===== src/rtl/hash_resp_pkg.sv =====
// rtl/hash_resp_pkg.sv - shared definitions for the hash response buffer
// Purpose: response-word flag offsets, flag struct and word-width helper.
// Ports: none (package).
package hash_resp_pkg;

  localparam int FLAG_COUNT = 4;

  // Flag positions expressed as distance below the word width W:
  // a flag sits at bit W - <OFS>.
  localparam int DUP_OFS      = 1;  // key_already_present
  localparam int NOTFOUND_OFS = 2;  // no_element_found
  localparam int FULL_OFS     = 3;  // no_write_space
  localparam int NODEL_OFS    = 4;  // no_deletion_target

  // Packed so that the MSB-first field order matches the word's top bits.
  typedef struct packed {
    logic dup;
    logic notfound;
    logic full;
    logic nodel;
  } resp_flags_t;

  function automatic int resp_width(input int key_w, input int data_w);
    return key_w + data_w + 2;
  endfunction

endpackage


===== src/rtl/hash_resp_fifo.sv =====
// rtl/hash_resp_fifo.sv - first-word-fall-through beat FIFO
// Purpose: storage, wrapping pointers and occupancy for the response buffer.
// Ports:
//   clk, reset            - rising-edge clock, asynchronous active-low reset
//   wr_data/valid/ready   - write side; ready depends on registered state only
//   rd_data/valid/ready   - read side; rd_data is the head entry, zero when empty
//   level                 - current occupancy, 0..DEPTH
module hash_resp_fifo #(
  parameter int WIDTH = 8,
  parameter int DEPTH = 4
) (
  input  logic                     clk,
  input  logic                     reset,
  input  logic [WIDTH-1:0]         wr_data,
  input  logic                     wr_valid,
  output logic                     wr_ready,
  output logic [WIDTH-1:0]         rd_data,
  output logic                     rd_valid,
  input  logic                     rd_ready,
  output logic [$clog2(DEPTH):0]   level
);

  localparam int AW = $clog2(DEPTH);
  localparam int LW = AW + 1;

  logic [WIDTH-1:0] mem [DEPTH];
  logic [AW-1:0]    wr_ptr;
  logic [AW-1:0]    rd_ptr;
  logic [LW-1:0]    lvl;
  logic             run;
  logic             push;
  logic             pop;

  // run holds ready low during reset and rises on the first edge after release.
  assign wr_ready = run && (lvl < LW'(DEPTH));
  assign rd_valid = (lvl != '0);
  assign rd_data  = rd_valid ? mem[rd_ptr] : '0;
  assign level    = lvl;

  assign push = wr_valid && wr_ready;
  assign pop  = rd_valid && rd_ready;

  // Pointers are exactly AW bits wide, so DEPTH being a power of two makes
  // the natural overflow the modulo wrap.
  always_ff @(posedge clk or negedge reset) begin
    if (!reset) begin
      wr_ptr <= '0;
      rd_ptr <= '0;
      lvl    <= '0;
      run    <= 1'b0;
    end else begin
      run <= 1'b1;
      if (push) wr_ptr <= wr_ptr + 1'b1;
      if (pop)  rd_ptr <= rd_ptr + 1'b1;
      case ({push, pop})
        2'b10:   lvl <= lvl + 1'b1;
        2'b01:   lvl <= lvl - 1'b1;
        default: lvl <= lvl;
      endcase
    end
  end

  // Storage needs no reset: an entry is only visible after it is written.
  always_ff @(posedge clk) begin
    if (push) mem[wr_ptr] <= wr_data;
  end

endmodule


===== src/rtl/hash_resp_buffer.sv =====
// rtl/hash_resp_buffer.sv - response buffer with flag statistics
// Purpose: buffers hash-table response beats and counts flagged responses.
// Optional feature macro: HASH_RESP_STATS_EN (statistics counters and clear).
// Ports:
//   clk, reset                  - rising-edge clock, asynchronous active-low reset
//   s_data_i/valid/last/keep    - input beat, s_ready_o handshake
//   m_data_o/valid/last/keep    - head beat, m_ready_i handshake; m_err_o = OR of head flags
//   clear_stats_i               - synchronous counter clear (priority over increment)
//   level_o                     - buffer occupancy
//   cnt_dup/notfound/full/nodel - saturating per-flag counters
import hash_resp_pkg::*;

module hash_resp_buffer #(
  parameter int KEY_WIDTH  = 5,
  parameter int DATA_WIDTH = 25,
  parameter int KEEP_WIDTH = 4,
  parameter int FIFO_DEPTH = 4,
  parameter int CNT_WIDTH  = 16
) (
  input  logic                                        clk,
  input  logic                                        reset,
  input  logic [resp_width(KEY_WIDTH, DATA_WIDTH)-1:0] s_data_i,
  input  logic                                        s_valid_i,
  input  logic                                        s_last_i,
  input  logic [KEEP_WIDTH-1:0]                       s_keep_i,
  output logic                                        s_ready_o,
  output logic [resp_width(KEY_WIDTH, DATA_WIDTH)-1:0] m_data_o,
  output logic                                        m_valid_o,
  output logic                                        m_last_o,
  output logic [KEEP_WIDTH-1:0]                       m_keep_o,
  output logic                                        m_err_o,
  input  logic                                        m_ready_i,
  input  logic                                        clear_stats_i,
  output logic [$clog2(FIFO_DEPTH):0]                 level_o,
  output logic [CNT_WIDTH-1:0]                        cnt_dup_o,
  output logic [CNT_WIDTH-1:0]                        cnt_notfound_o,
  output logic [CNT_WIDTH-1:0]                        cnt_full_o,
  output logic [CNT_WIDTH-1:0]                        cnt_nodel_o
);

  localparam int W  = resp_width(KEY_WIDTH, DATA_WIDTH);
  localparam int FW = W + 1 + KEEP_WIDTH;

  logic [FW-1:0] rd_word;

  hash_resp_fifo #(
    .WIDTH (FW),
    .DEPTH (FIFO_DEPTH)
  ) u_fifo (
    .clk      (clk),
    .reset    (reset),
    .wr_data  ({s_data_i, s_last_i, s_keep_i}),
    .wr_valid (s_valid_i),
    .wr_ready (s_ready_o),
    .rd_data  (rd_word),
    .rd_valid (m_valid_o),
    .rd_ready (m_ready_i),
    .level    (level_o)
  );

  // The FIFO zeroes its head word when empty, so these are all 0 then.
  assign m_data_o = rd_word[FW-1 -: W];
  assign m_last_o = rd_word[KEEP_WIDTH];
  assign m_keep_o = rd_word[KEEP_WIDTH-1:0];
  assign m_err_o  = |m_data_o[W-1 -: FLAG_COUNT];

`ifdef HASH_RESP_STATS_EN
  resp_flags_t              flags;
  logic [FLAG_COUNT-1:0]    flag_vec;
  logic                     accept;
  logic [CNT_WIDTH-1:0]     cnt [FLAG_COUNT];

  assign flags.dup      = s_data_i[W-DUP_OFS];
  assign flags.notfound = s_data_i[W-NOTFOUND_OFS];
  assign flags.full     = s_data_i[W-FULL_OFS];
  assign flags.nodel    = s_data_i[W-NODEL_OFS];
  assign flag_vec       = flags;
  assign accept         = s_valid_i && s_ready_o;

  for (genvar i = 0; i < FLAG_COUNT; i++) begin : g_cnt
    always_ff @(posedge clk or negedge reset) begin
      if (!reset) begin
        cnt[i] <= '0;
      end else if (clear_stats_i) begin
        cnt[i] <= '0;
      end else if (accept && flag_vec[i] && (cnt[i] != '1)) begin
        cnt[i] <= cnt[i] + 1'b1;
      end
    end
  end

  // flag_vec index follows the struct: dup is the MSB.
  assign cnt_dup_o      = cnt[3];
  assign cnt_notfound_o = cnt[2];
  assign cnt_full_o     = cnt[1];
  assign cnt_nodel_o    = cnt[0];
`else
  logic unused_clear;
  assign unused_clear   = clear_stats_i;
  assign cnt_dup_o      = '0;
  assign cnt_notfound_o = '0;
  assign cnt_full_o     = '0;
  assign cnt_nodel_o    = '0;
`endif

endmodule


===== config.mk =====
export PLATFORM = sky130hd
export DESIGN_NAME = hash_resp_buffer
export DESIGN_NICKNAME = d
export VERILOG_FILES = /design/src/rtl/hash_resp_pkg.sv /design/src/rtl/hash_resp_fifo.sv /design/src/rtl/hash_resp_buffer.sv
export SDC_FILE = /design/constraint.sdc
export NUM_CORES = 1
export LEC_CHECK = 0
export CELL_PAD_IN_SITES_DETAIL_PLACEMENT = 0
export CELL_PAD_IN_SITES_GLOBAL_PLACEMENT = 2
export CORE_MARGIN = 2
export CORE_UTILIZATION = 30
export DETAILED_ROUTE_END_ITERATION = 12
export PLACE_DENSITY_LB_ADDON = 0.08
export SLEW_MARGIN = 20
export SYNTH_ARGS = -nofsm -noshare
export SYNTH_HDL_FRONTEND = slang
export SYNTH_HIERARCHICAL = 1
export SYNTH_SLANG_ARGS = --single-unit
export TNS_END_PERCENT = 1

===== constraint.sdc =====
create_clock -name clk -period 3.7 [get_ports clk]
set_input_delay 0.37 -clock clk [delete_from_list [all_inputs] [get_ports clk]]
set_output_delay 0.37 -clock clk [all_outputs]
set_load 0.02 [all_outputs]

[After elaboration in Yosys (flattened, before gate mapping)]
Memory sizes are Yosys's and may differ from the RTL's.
Cells that the tools add are included.
Word-level totals
  memories kept: 1
  register bits after elaboration: 8
  bits in writable memories: 148
  word-level logic and storage cells: 22
Memories
  u_fifo.mem: words 4, bits a word 37, rd ports 1, clocked after memory_dff 0, write ports 1, RTL line hash_resp_fifo.sv:26  | logic [WIDTH-1:0] mem [DEPTH];
Operators by class
  equal/unequal tests: 2
  reductions and logical operators: 6
  magnitude comparators: 1
  $add $sub $neg: 4
  mux-type cells: 4
Operator list (count)
  2-to-1 mux 37 bit: 1
  case mux 3 bit (2 select lines): 1
  adder 2 x 1 -> 2 bit (second input constant): 2
  OR reduction 4 bit: 1
  adder 3 x 1 -> 3 bit (second input constant): 1
  logical AND 1 bit: 3
  less-than comparator 3 bit (second input constant): 1
  nonzero test 3 bit: 1
  subtractor 3 x 1 -> 3 bit (second input constant): 1
  equality test 2 x 1 -> 1 bit (second input constant): 1
  equality test 2 bit (second input constant): 1
  2-to-1 mux 1 bit: 2
  nonzero test 2 bit: 1

[Logic depth before layout (Yosys ltp)]
Gate-level depths: netlist of the first run.
  depth after elaboration: 5
  mapped depth: 9

[Modules after synthesis]
Netlist of the first run, hierarchy kept.
Modules (own cells, without submodules)
  hash_resp_fifo: cells each 273, area an instance 6022.0 sq um, sequential area each 4644.5 sq um, instances 1
  hash_resp_buffer: cells each 66, area an instance 491.7 sq um, sequential area each 0.0 sq um, instances 1

[Worst setup path before layout of the first run]
No wires, ideal clock.
  path kind: register to output
  start: register u_fifo.rd_ptr[0]
  end: output m_err_o
  buffers on the path: 2
  cell stages (with the launch flop): 6
  data arrival time: 2.085 ns
  slack: 1.245 ns
  path through: dfrtp_1 -> buf_6 -> buf_6 -> mux4_2 -> and2_1 -> or4_1
On the way
  longest elaborated chain between the ends: 3
Ends and longest elaborated chain
  start: declaration: RTL line hash_resp_fifo.sv:28  | logic [AW-1:0] rd_ptr;
  start signal: assignment: RTL line hash_resp_fifo.sv:54  | if (pop) rd_ptr <= rd_ptr + 1'b1;
  memory read (4 x 37 bit)
  2-to-1 mux 37 bit: RTL line hash_resp_fifo.sv:37  | assign rd_data = rd_valid ? mem[rd_ptr] : '0;
  via m_data_o[29]: RTL line hash_resp_buffer.sv:27  | output logic [resp_width(KEY_WIDTH, DATA_WIDTH)-1:0] m_data_o,
  OR reduction 4 bit: RTL line hash_resp_buffer.sv:65  | assign m_err_o = |m_data_o[W-1 -: FLAG_COUNT];
  end: declaration: RTL line hash_resp_buffer.sv:31  | output logic m_err_o,
The timed path passes the listed nets, and every way through them passes these cells.

[Final worst setup path of the first run]
  start: register u_fifo.lvl[0] (netlist: u_fifo/level[0])
  end: output m_err_o
On the way
  longest elaborated chain between the ends: 3
Ends and longest elaborated chain
  start: declaration: RTL line hash_resp_fifo.sv:29  | logic [LW-1:0] lvl;
  start signal: assignment: RTL line hash_resp_fifo.sv:56  | 2'b10: lvl <= lvl + 1'b1;
  start signal: assignment: RTL line hash_resp_fifo.sv:57  | 2'b01: lvl <= lvl - 1'b1;
  start signal: assignment: RTL line hash_resp_fifo.sv:58  | default: lvl <= lvl;
  nonzero test 3 bit: RTL line hash_resp_fifo.sv:36  | assign rd_valid = (lvl != '0);
  2-to-1 mux 37 bit: RTL line hash_resp_fifo.sv:37
  OR reduction 4 bit: RTL line hash_resp_buffer.sv:65
No other way between the ends.

==> results.md, run 1 <==
- The run finished with clean final reports.
- In the detailed route, the total length drawn on met3 is 543 µm.
- For this run, the total global-route usage over all layers was measured as a little under an eighth.
- Post-CTS timing repair inserted 0 buffers for setup.
- The area overhead of the layout relative to synthesis is 24.1%.
- STA classifies the critical path endpoint as an output pin.
- After detailed routing, the average wire length per cell comes to approximately 18 µm.
- The filler cell count in the final layout is a little under 2000.
- The congestion estimate from routability-driven global placement came to around 0.66.
- The biggest cell delay along the critical path is 740 ps.
- Setup repair after global routing left no endpoint under its margin.
- After synthesis, the share of flip-flops with an asynchronous set or reset is 5.13%.
- The worst reg2reg path startpoint is u_fifo/level[0].
- The die height is 151 µm.
- The final layout contains routed wiring with a total length of approximately 13000 µm.
- The initial antenna violation count came to 0.
- The total area of sequential cells is 4650 µm².
- By count the netlist is led by edfxtp_1 (148), buf_4 (66), and2_1 (39).
- The final worst-path cycle share is 88.3%.
- The critical path is of the reg -> out type.
- The first global-routing pass estimated 19000 µm of wire.
- The highest fanout seen on the critical path is 17.
- The die footprint is about 23000 µm².
- The final setup skew is between 7 and 8 ps.
- After synthesis the netlist holds a flip-flop and latch count of 156.
- The number of sinks handled by clock tree synthesis is 156.
- The insertion delay to the later sink of the worst-skew pair is 410 ps.
- In this run the mean area of a mapped cell was ~19 µm².
- The master cell of the clock root buffer is clkbuf_16.
- Yosys attributes the largest share of cell area to edfxtp_1 (68%), mux4_2 (13%), buf_4 (7.6%), and2_1 (3.7%), dfrtp_1 (3.1%).
- In this run the biggest area consumer among cell types represents 68.2% of the synthesized area.
- The proportion of synthesized chip area in sequential cells is 71.3%.
- The number of pins with negative max-slew slack in the final report is 0.
- The clock-pin slew on the worst setup and hold paths is about 60 ps.
- The total number of H-tree levels is 4.
- The overall power after layout is 6.36 mW.
- The critical path's slowest cell is or3_2.
- Walking the worst path, the cells encountered are or3_2 -> and2_1 -> or4_1 -> clkdlybuf4s50_1.
- The achievable frequency is just over 300 MHz.
- The count of buffers added on input and output ports is between 80 and 90.
- The normalized max-slew margin is 56.2%.
- The detailed route wirelength on metal2 is 6670 µm.
- In the synthesized netlist the dominant register cell turns out to be edfxtp_1.
- The post-detailed-route DRC marker count is 0.
- The floorplan has 53 rows.
- Across the VDD grid, the largest voltage drop is 0.000345 V.
- After detailed routing, the wire length on met1 is 5580 µm.
- The number of warning messages in the yosys log is 6.
- The biggest area contributor in the post-synthesis netlist is edfxtp_1.
- The area of combinational cells with multiple inputs is 1540 µm².
- The highest metal layer carrying signal wires in the routed design is met4.
- The count of nets left with antenna violations once routing finished came out at 0.
- The quantity of hold-fixing buffers added after cts is 0.
- The start point of the critical path is u_fifo/level[0].
- In this run, post-CTS repair resized a total of 0 instances.
- The shortest period the worst path allows is roughly 3300 ps.
- The instance count of the mapped netlist is ~340.
- The count of TritonRoute iterations in the first routing pass is 4.
- The leakage power total is 2.78 nW.
- The startpoint kind of the worst setup timing path is a flop.
- The total number of vias is between 3000 and 4000.
- The worst reg-to-reg path cell count is 9.
- In this run the number of cells on the critical path is 4.
- The power per unit of standard cell area is 786 nW/µm².
- Once the floorplan was initialized, standard cells occupied 30.8% of the core.
- At the pin with the least slew margin, the transition time is between 600 and 700 ps.
- The count of routing violations after the opening detailed-route iteration is ~150.
- TritonCTS created 17 clock buffers.
- For the final routed database, the setup TNS stands at 0 ps.
- The pin count of the biggest net entering global routing is 31.
- At the worst endpoint, the required time is 3330 ps.
- The number of antenna repair diodes is 0.
- The library cell with the highest instance count after synthesis is edfxtp_1.
- The total half-perimeter wirelength after legalization and detailed placement is 8220 µm.
- The number of enable flip-flop cells after synthesis is 148.
- The floorplan step set the die width to 151 µm.
- The via count normalized by instance count is 4.17.
- The number of global-route vias before repair came to 3182.
- The type of the tightest min-delay check is in -> async.
- The number of distinct library cell variants in the gate-level netlist after synthesis is 22.
- The fraction of layout cells with a size suffix above 1 is a little under a fifth.
- The number of hold violations in the final report is 0.
- The net count of the finished layout is 486.
- The number of I/O pins is around 150.
- The number of buffer and inverter instances along the worst setup path is 1.
- The area of the placeable core is 21200 µm².
- Setup violations remaining at the end of the flow were counted as 0.
- Hold is met by between 200 and 250 ps.
- The kind of cell with the highest combined delay along the critical path is simple AND/OR/NAND/NOR gates.
- Summing every instance area after synthesis gives 6510 µm².
- Max-cap violations in this run came to 0.
- STA puts the critical path data arrival time at 2900 ps.
- The longest clock path from root to sink contains 2 buffers.
- Global routing finished with a remaining overflow of 0.
- TritonCTS built the clock tree.
placed cells by master, fill, tap and decap left out:
| cell type | n |
|---|---|
| conb_1 | 65 |
| dfrtp_1 | 6 |
| and2_1 | 39 |
| ha_1 | 5 |
| dfrtp_4 | 1 |
| dfrtp_2 | 1 |
| mux2i_1 | 1 |
| clkinv_4 | 2 |
| mux4_2 | 37 |
| nor2b_1 | 1 |
| clkbuf_1 | 1 |
| clkbuf_16 | 17 |
| clkinv_2 | 3 |
| clkinvlp_4 | 2 |
| edfxtp_1 | 148 |
| xor2_1 | 3 |
| inv_1 | 6 |
| buf_4 | 10 |
| or3_2 | 1 |
| bufinv_16 | 5 |
| xnor2_1 | 3 |
| nand3_1 | 1 |
| nor2_1 | 1 |
| or4_1 | 1 |
| fa_1 | 1 |
| and3_2 | 4 |
| mux2_2 | 1 |
| clkdlybuf4s50_1 | 83 |
cells by family after synthesis:
kind of cell	Yosys count	share of synthesized area, %
muxes	39	13.1
xor gates and xnor gates	6	0.807
DFF	156	71.3
buffers and inverters	82	8.82
other	2	0.115
and+or+nand+nor	48	4.57
adders and majority gates	6	1.27
path summary, 6_finish.rpt:
check | end | slack [ps]
setup / recovery | m_err_o | 430
hold / removal | u_fifo/level[0] | 240
setup reg to reg | u_fifo/level[2] | 1050
hold reg to reg | u_fifo/level[2] | 510
max in group asynchronous | u_fifo/rd_ptr[0] | 3140
min in group clk | u_fifo/level[2] | 510
state kept, by name, indices dropped and copies added (netlist names):
register,flops
u_fifo/level,3
u_fifo/mem,148
u_fifo/rd_ptr,2
u_fifo/run,1
u_fifo/wr_ptr,2
power by group:
part | total [mW] | internal (mW) | switching, mW | leakage (nW)
registers | 2.22 | 2.11 | 0.111 | 1.43
logic | 2.30 | 1.14 | 1.15 | 1.05
clock network | 1.84 | 1.19 | 0.652 | 0.302
area by class of cell:
class	count	share of cell area (%)
Clock inverter	12	2.44
Timing Repair Buffer	93	11.2
Clock buffer	18	5.31
Multi-Input combinational cell	164	19.0
Sequential cell	156	57.5
Inverter	6	0.279
Tap cell	275	4.25
routing by layer:
metal	vias to the layer above	global-route usage [%]
met2	87	19.9
met4	0	4.77
met1	1561	14.6
met3	10	2.95
met5	-	0
li1	1359	-
per-stage QoR:
stage	setup slack (ps)	cell area, µm²	util (%)	std cells
2_1_floorplan	1250	6750	-	402
3_3_place_gp	775	7460	35.3	694
5_1_grt	231	8090	38.2	724
4_1_cts	322	8090	38.2	724
6_report	434	8090	38.2	724
3_5_place_dp	776	7460	35.3	694
No activity file was read; power rests on OpenSTA's default activity.
==> run 2, diff against run 1 <==
--- a/config.mk
+++ b/config.mk
@@ -8,7 +8,7 @@
 export CELL_PAD_IN_SITES_DETAIL_PLACEMENT = 0
 export CELL_PAD_IN_SITES_GLOBAL_PLACEMENT = 2
 export CORE_MARGIN = 2
-export CORE_UTILIZATION = 30
+export CORE_UTILIZATION = 39
 export DETAILED_ROUTE_END_ITERATION = 12
 export PLACE_DENSITY_LB_ADDON = 0.08
 export SLEW_MARGIN = 20
==> run 2 against run 1 <==
Effect of this change:
- global-route usage is 1.7 points higher
- clock skew is 1.9 ps lower
- non-clock buffer count is 1 lower
- critical path type unchanged
- highest routed layer unchanged
==> results.md, run 2 (synthesis gave the netlist of run 1 again) <==
- The routed wire length came to 11400 µm (was 13000 µm).
- The highest fanout seen on the critical path was 16 (was 17).
- The final setup skew is 5.15 ps (was 7.01 ps).
- The global routing usage on met1 is 16.3% (was 14.6%).
- The post-route worst hold slack is 238 ps (was 245 ps).
- The total number of vias is 2998 (was 3017).
- The start point of the critical path is u_fifo/level[0] (unchanged).
- The count of buffers inserted at the top-level ports was 83 (unchanged).
- The leading cell type in the layout, fill and taps excluded is edfxtp_1 (unchanged).
- The post-CTS resize count came to 0 (unchanged).
- The power per unit of standard cell area is 782 nW/µm² (was 786 nW/µm²).
- The number of pins with negative max-slew slack in the final report was 0 (unchanged).
- The most heavily used metal layer in global routing is met2 (unchanged).
- The number of flip-flops in the largest register was 148 (unchanged).
- The met2 usage was 23.3% (was 19.9%).
- The startpoint kind of the worst setup timing path is a flop (unchanged).
- The post-CTS setup repair buffer count is 0 (unchanged).
- The data required time at the worst endpoint came to 3330 ps (about the same).
- RSZ-0062 raised after global routing: no (unchanged).
- Commonest cells after routing, fill and taps aside: edfxtp_1 (148), clkdlybuf4s50_1 (83), conb_1 (65) (unchanged).
- The CTS tree is built (unchanged).
- The total half-perimeter wirelength after legalization and detailed placement is 6840 µm (was 8220 µm).
- The number of core rows is 47 (was 53).
- The final instance area is 7980 µm² (was 8090 µm²).
- The insertion delay to the later sink of the worst-skew pair was 400 ps (was 410 ps).
- The type of the tightest min-delay check is in -> async (unchanged).
- The shortest period the worst path allows came to 3170 ps (was 3270 ps).
- The final count of negative-setup-slack endpoints is 0 (unchanged).
- The overall power after layout is 6.25 mW (was 6.36 mW).
- The number of global-route vias before repair is 3122 (was 3182).
- The count of routing violations after the opening detailed-route iteration is 156 (was 152).
- The total number of H-tree levels came to 4 (unchanged).
- The arrival time reported for the critical path endpoint came to 2800 ps (was 2900 ps).
- The reported max-cap violation count is 0 (unchanged).
- The clock-pin slew on the worst setup and hold paths came to 60 ps (about the same).
- The global-route wire length before repair is 17500 µm (was 19000 µm).
- The die height is 133 µm (was 151 µm).
- The worst setup path category is reg -> out (unchanged).
- The die footprint came to 17800 µm² (was 22900 µm²).
- The leakage power total was 2.75 nW (was 2.78 nW).
- The endpoint kind of the worst setup timing path is an output pin (unchanged).
- The net count of the finished layout is 485 (was 486).
- The routability congestion estimate from global placement is 0.665 (was 0.658).
- The combinational share of power was 36.3% (was 36.1%).
- The master cell of the clock root buffer is clkbuf_16 (unchanged).
- The number of antenna repair diodes is 0 (unchanged).
- The register containing the most flip-flops in the final layout was u_fifo/mem (unchanged).
- The clock group share of total power is 28.1% (was 28.9%).
- The normalized max-slew margin is 59.2% (was 56.2%).
- The number of hold violations in the final report is 0 (unchanged).
- The aggregate negative setup slack is 0 ps (unchanged).
- The total global-route track usage is 13.6% (was 11.8%).
- The initial antenna violation count is 0 (unchanged).
- The maximum resistive drop on vdd came to 0.000357 V (was 0.000345 V).
- The switching share of power is 29.9% (was 30.2%).
- The die boundary width came to 133 µm (was 151 µm).
- The pin count of the biggest net entering global routing is 38 (was 31).
- The met3 routing resource usage after global routing is 4.07% (was 2.95%).
- The via count normalized by instance count came to 4.48 (was 4.17).
- The internal power is 4.38 mW (was 4.44 mW).
- The share of total power in sequential cells is 35.6% (was 34.9%).
- The post-detailed-route DRC marker count is 0 (unchanged).
- The number of I/O pins is 149 (unchanged).
- The switching power summed over all nets is 1.87 mW (was 1.92 mW).
- The area of the placeable core is 16500 µm² (was 21200 µm²).
- The starting density of the core is 39.6% (was 30.8%).
- The pin slew with the least headroom to its limit is 612 ps (was 657 ps).
- The number of buffers between clock root and the deepest sink is 2 (unchanged).
- The fraction of layout cells with a size suffix above 1 is 17.8% (was 18.7%).
- The worst reg2reg path startpoint was u_fifo/level[0] (unchanged).
- The achievable frequency is 315 MHz (was 306 MHz).
- The count of TritonRoute iterations in the first routing pass is 5 (was 4).
- The routed wire length per instance is 17.0 µm (was 17.9 µm).
- The quantity of hold-fixing buffers added after cts is 0 (unchanged).
- The clock buffer count from CTS is 17 (unchanged).
- The count of antenna-violating nets left after detailed routing is 0 (unchanged).
- The post-detailed-placement cell area was 7380 µm² (was 7460 µm²).
- The number of sinks handled by clock tree synthesis was 156 (unchanged).
- Run status: finished, final reports clean (unchanged).
- The area overhead of the layout relative to synthesis is 22.6% (was 24.1%).
- The final global-route overflow total was 0 (unchanged).
- The final worst-path cycle share is 85.7% (was 88.3%).
-- run 2: cell types whose count changed in the layout (fill, tap and decap cells not counted), sizes merged --
cell and delta:
clkinvlp +2, inv +1, clkbuf +1, clkinv -2, buf -1, bufinv -1
-- run 2: final timing paths --
path | cells after the start | slack [ps] | to
worst min-delay path | 1 | 240 | u_fifo/run
worst max register to register | 9 | 1110 | u_fifo/level[2]
worst min register to register | 1 | 540 | u_fifo/level[2]
max in group asynchronous | 1 | 3180 | u_fifo/rd_ptr[1]
worst max-delay path | 4 | 530 | m_err_o
min in group clk | 1 | 540 | u_fifo/level[2]
-- run 2: power by group through the flow --
stage | combinational, mW | sequential (mW) | clock, mW
4_1_cts | 2.33 | 2.23 | 1.81
5_1_grt | 2.44 | 2.25 | 1.88
2_1_floorplan | 1.49 | 2.21 | 0
3_5_place_dp | 2.32 | 2.27 | 0
6_report | 2.27 | 2.22 | 1.76
3_3_place_gp | 2.32 | 2.26 | 0
-- run 2: worst max-delay path: stages, from the launching register on --
cell	delay, ps
dfrtp_1	420
or3_1	640
and2_1	260
or4_1	520
clkdlybuf4s50_1	550
-- run 2: cell type report --
type	count	area [µm²]
fillers	1398	8480
flip-flops and latches	156	4650
multi-input cells	164	1540
repair buffers	92	898
clock buffers	19	433
well taps	220	275
clock inverters	12	171
inverters	6	22.5
-- run 2: metrics by stage --
step           std cells  util [%]  worst slack (ps)
2_1_floorplan        402         -              1250
3_3_place_gp         638      44.8               932
3_5_place_dp         638      44.8               900
4_1_cts              669      48.5               450
5_1_grt              669      48.5               379
6_report             669      48.5               528
-- run 2: routing by layer --
layer / wire length [µm] / vias up / share of wire, %
met5: 0 / - / 0
met4: 133 / 0 / 1.2
met3: 565 / 11 / 5.0
met2: 5990 / 110 / 53
met1: 4680 / 1524 / 41
li1: - / 1353 / -
==> run 3, diff against run 2 <==
--- a/config.mk
+++ b/config.mk
@@ -8,7 +8,8 @@
 export CELL_PAD_IN_SITES_DETAIL_PLACEMENT = 0
 export CELL_PAD_IN_SITES_GLOBAL_PLACEMENT = 2
 export CORE_MARGIN = 2
-export CORE_UTILIZATION = 39
+export CORE_UTILIZATION = 41
+export CTS_BUF_LIST = sky130_fd_sc_hd__clkbuf_8
 export DETAILED_ROUTE_END_ITERATION = 12
 export PLACE_DENSITY_LB_ADDON = 0.08
 export SLEW_MARGIN = 20
==> run 3 against run 2 <==
Effect of this change:
- critical endpoint unchanged
- final cell count did not move
- sequential power barely moved
- flip-flop and latch count did not move
- critical path type unchanged
- highest routed layer unchanged
- critical path depth did not move
==> results.md, run 3 (synthesis gave the netlist of run 1 again) <==
- The post-detailed-route DRC marker count is 0 (unchanged).
- The number of global-route vias before repair is 3160 (was 3122).
- Commonest cells after routing, fill and taps aside: edfxtp_1 (148), clkdlybuf4s50_1 (83), conb_1 (65) (unchanged).
- The number of hold violations in the final report was 0 (unchanged).
- The leakage power total is 2.69 nW (was 2.75 nW).
- The routed wire length is 11300 µm (was 11400 µm).
- The final worst-path cycle share is 89.6% (was 85.7%).
- The clock buffer count from CTS was 17 (unchanged).
- The aggregate negative setup slack is 0 ps (unchanged).
- The final count of negative-setup-slack endpoints was 0 (unchanged).
- The die boundary width is 130 µm (was 133 µm).
- The arrival time reported for the critical path endpoint came to 2950 ps (was 2800 ps).
- The via count normalized by instance count is 4.51 (was 4.48).
- The master cell of the clock root buffer was clkbuf_8 (was clkbuf_16).
- The count of TritonRoute iterations in the first routing pass is 6 (was 5).
- The total half-perimeter wirelength after legalization and detailed placement came to 7110 µm (was 6840 µm).
- The die footprint is 16900 µm² (was 17800 µm²).
- The shortest period the worst path allows was 3320 ps (was 3170 ps).
- The routability congestion estimate from global placement came to 0.696 (was 0.665).
- The data required time at the worst endpoint is 3330 ps (about the same).
- The post-CTS setup repair buffer count was 0 (unchanged).
- The highest fanout seen on the critical path was 14 (was 16).
- The insertion delay to the later sink of the worst-skew pair was 440 ps (was 400 ps).
- The overall power after layout is 5.56 mW (was 6.25 mW).
- The critical path's slowest cell is dfrtp_2 (was or3_1).
- The net count of the finished layout is 488 (was 485).
- RSZ-0062 raised after global routing: no (unchanged).
- The utilization after layout is 49.3% (was 48.5%).
- The maximum resistive drop on vdd is 0.000469 V (was 0.000357 V).
- The normalized max-slew margin is 41.9% (was 59.2%).
- The achievable frequency was 302 MHz (was 315 MHz).
- The pin count of the biggest net entering global routing is 30 (was 38).
- The clock-pin slew on the worst setup and hold paths was 70 ps (was 60 ps).
- The leading cell type in the layout, fill and taps excluded is edfxtp_1 (unchanged).
- The worst reg2reg path startpoint is u_fifo/level[0] (unchanged).
- The area of the placeable core is 15700 µm² (was 16500 µm²).
- The post-CTS resize count was 0 (unchanged).
- The worst setup path category is reg -> out (unchanged).
- The startpoint kind of the worst setup timing path is a flop (unchanged).
- The post-route worst hold slack is 208 ps (was 238 ps).
- The pin slew with the least headroom to its limit is 871 ps (was 612 ps).
- Run status: finished, final reports clean (unchanged).
- The CTS tree is built (unchanged).
- The total number of vias was 3020 (was 2998).
- The count of antenna-violating nets left after detailed routing is 0 (unchanged).
- The number of pins with negative max-slew slack in the final report came to 0 (unchanged).
- Cell chain of the critical path: mux4_2 -> and2_1 -> or4_1 -> clkdlybuf4s50_1 (was or3_1 -> and2_1 -> or4_1 -> clkdlybuf4s50_1).
- The count of routing violations after the opening detailed-route iteration is 162 (was 156).
- The area overhead of the layout relative to synthesis is 18.8% (was 22.6%).
- The reported max-cap violation count is 0 (unchanged).
- The power per unit of standard cell area is 719 nW/µm² (was 782 nW/µm²).
- The total global-route track usage is 14.4% (was 13.6%).
- The number of flip-flops in the largest register came to 148 (unchanged).
- The quantity of hold-fixing buffers added after cts is 0 (unchanged).
- The final setup skew is 6.15 ps (was 5.15 ps).
- The number of sinks handled by clock tree synthesis is 156 (unchanged).
- The endpoint kind of the worst setup timing path is an output pin (unchanged).
- The global-route wire length before repair is 17100 µm (was 17500 µm).
- The number of antenna repair diodes is 0 (unchanged).
- The number of I/O pins is 149 (unchanged).
- The type of the tightest min-delay check was in -> async (unchanged).
- The total number of H-tree levels is 4 (unchanged).
- The starting density of the core came to 41.5% (was 39.6%).
- The initial antenna violation count is 0 (unchanged).
- The register containing the most flip-flops in the final layout was u_fifo/mem (unchanged).
- The die height is 130 µm (was 133 µm).
- The routed wire length per instance was 16.9 µm (was 17.0 µm).
- The fraction of layout cells with a size suffix above 1 is 17.0% (was 17.8%).
- The number of buffers between clock root and the deepest sink is 2 (unchanged).
- The final global-route overflow total was 0 (unchanged).
- The number of core rows is 46 (was 47).
- The biggest cell delay along the critical path is 700 ps (was 640 ps).
- The start point of the critical path is u_fifo/rd_ptr[0] (was u_fifo/level[0]).
- The count of buffers inserted at the top-level ports came to 83 (unchanged).
[run 3: cell type report]
cell class                 instances  area [µm²]
fill                            1373        7970
clock inverter                    14        81.3
sequential                       156        4650
timing repair buffer              95         933
inverter                           6        22.5
multi-input combinational        164        1540
tap                              216         270
clock buffer                      18         248
[run 3: worst max-delay path, delay by kind of cell, from the launching register on]
kind / cells / cell delay [ps]
muxes: 1 / 570
and+or+nand+nor: 2 / 680
DFF: 1 / 700
buffers and inverters: 1 / 550
[run 3: metrics by stage]
| stage | cell area, µm² | cells | worst slack, ps |
|---|---|---|---|
| floorplan | 6750 | 402 | 1250 |
| global placement | 7410 | 637 | 764 |
| detailed placement | 7410 | 637 | 790 |
| CTS | 7740 | 669 | 274 |
| global route | 7740 | 669 | 212 |
| finish | 7740 | 669 | 384 |
[run 3: layer usage]
| layer | track usage [%] | part of all wire (%) |
|---|---|---|
| met4 | 6.83 | 1.9 |
| met1 | 17.5 | 41 |
| met2 | 23.7 | 51 |
| met5 | 0 | 0 |
| met3 | 4.59 | 6.2 |
[run 3: worst paths after layout]
| check | to | slack [ps] | cells past startpoint |
|---|---|---|---|
| setup / recovery | m_err_o | 380 | 4 |
| hold / removal | u_fifo/level[2] | 210 | 1 |
| setup reg to reg | u_fifo/level[2] | 1490 | 9 |
| hold reg to reg | u_fifo/level[0] | 530 | 1 |
| max in group asynchronous | u_fifo/rd_ptr[0] | 3200 | 1 |
| min in group clk | u_fifo/level[0] | 530 | 1 |
[run 3: power breakdown]
group	internal (mW)	switching, mW
registers	2.11	0.133
clock network	0.519	0.547
logic	1.16	1.10
total	3.79	1.78
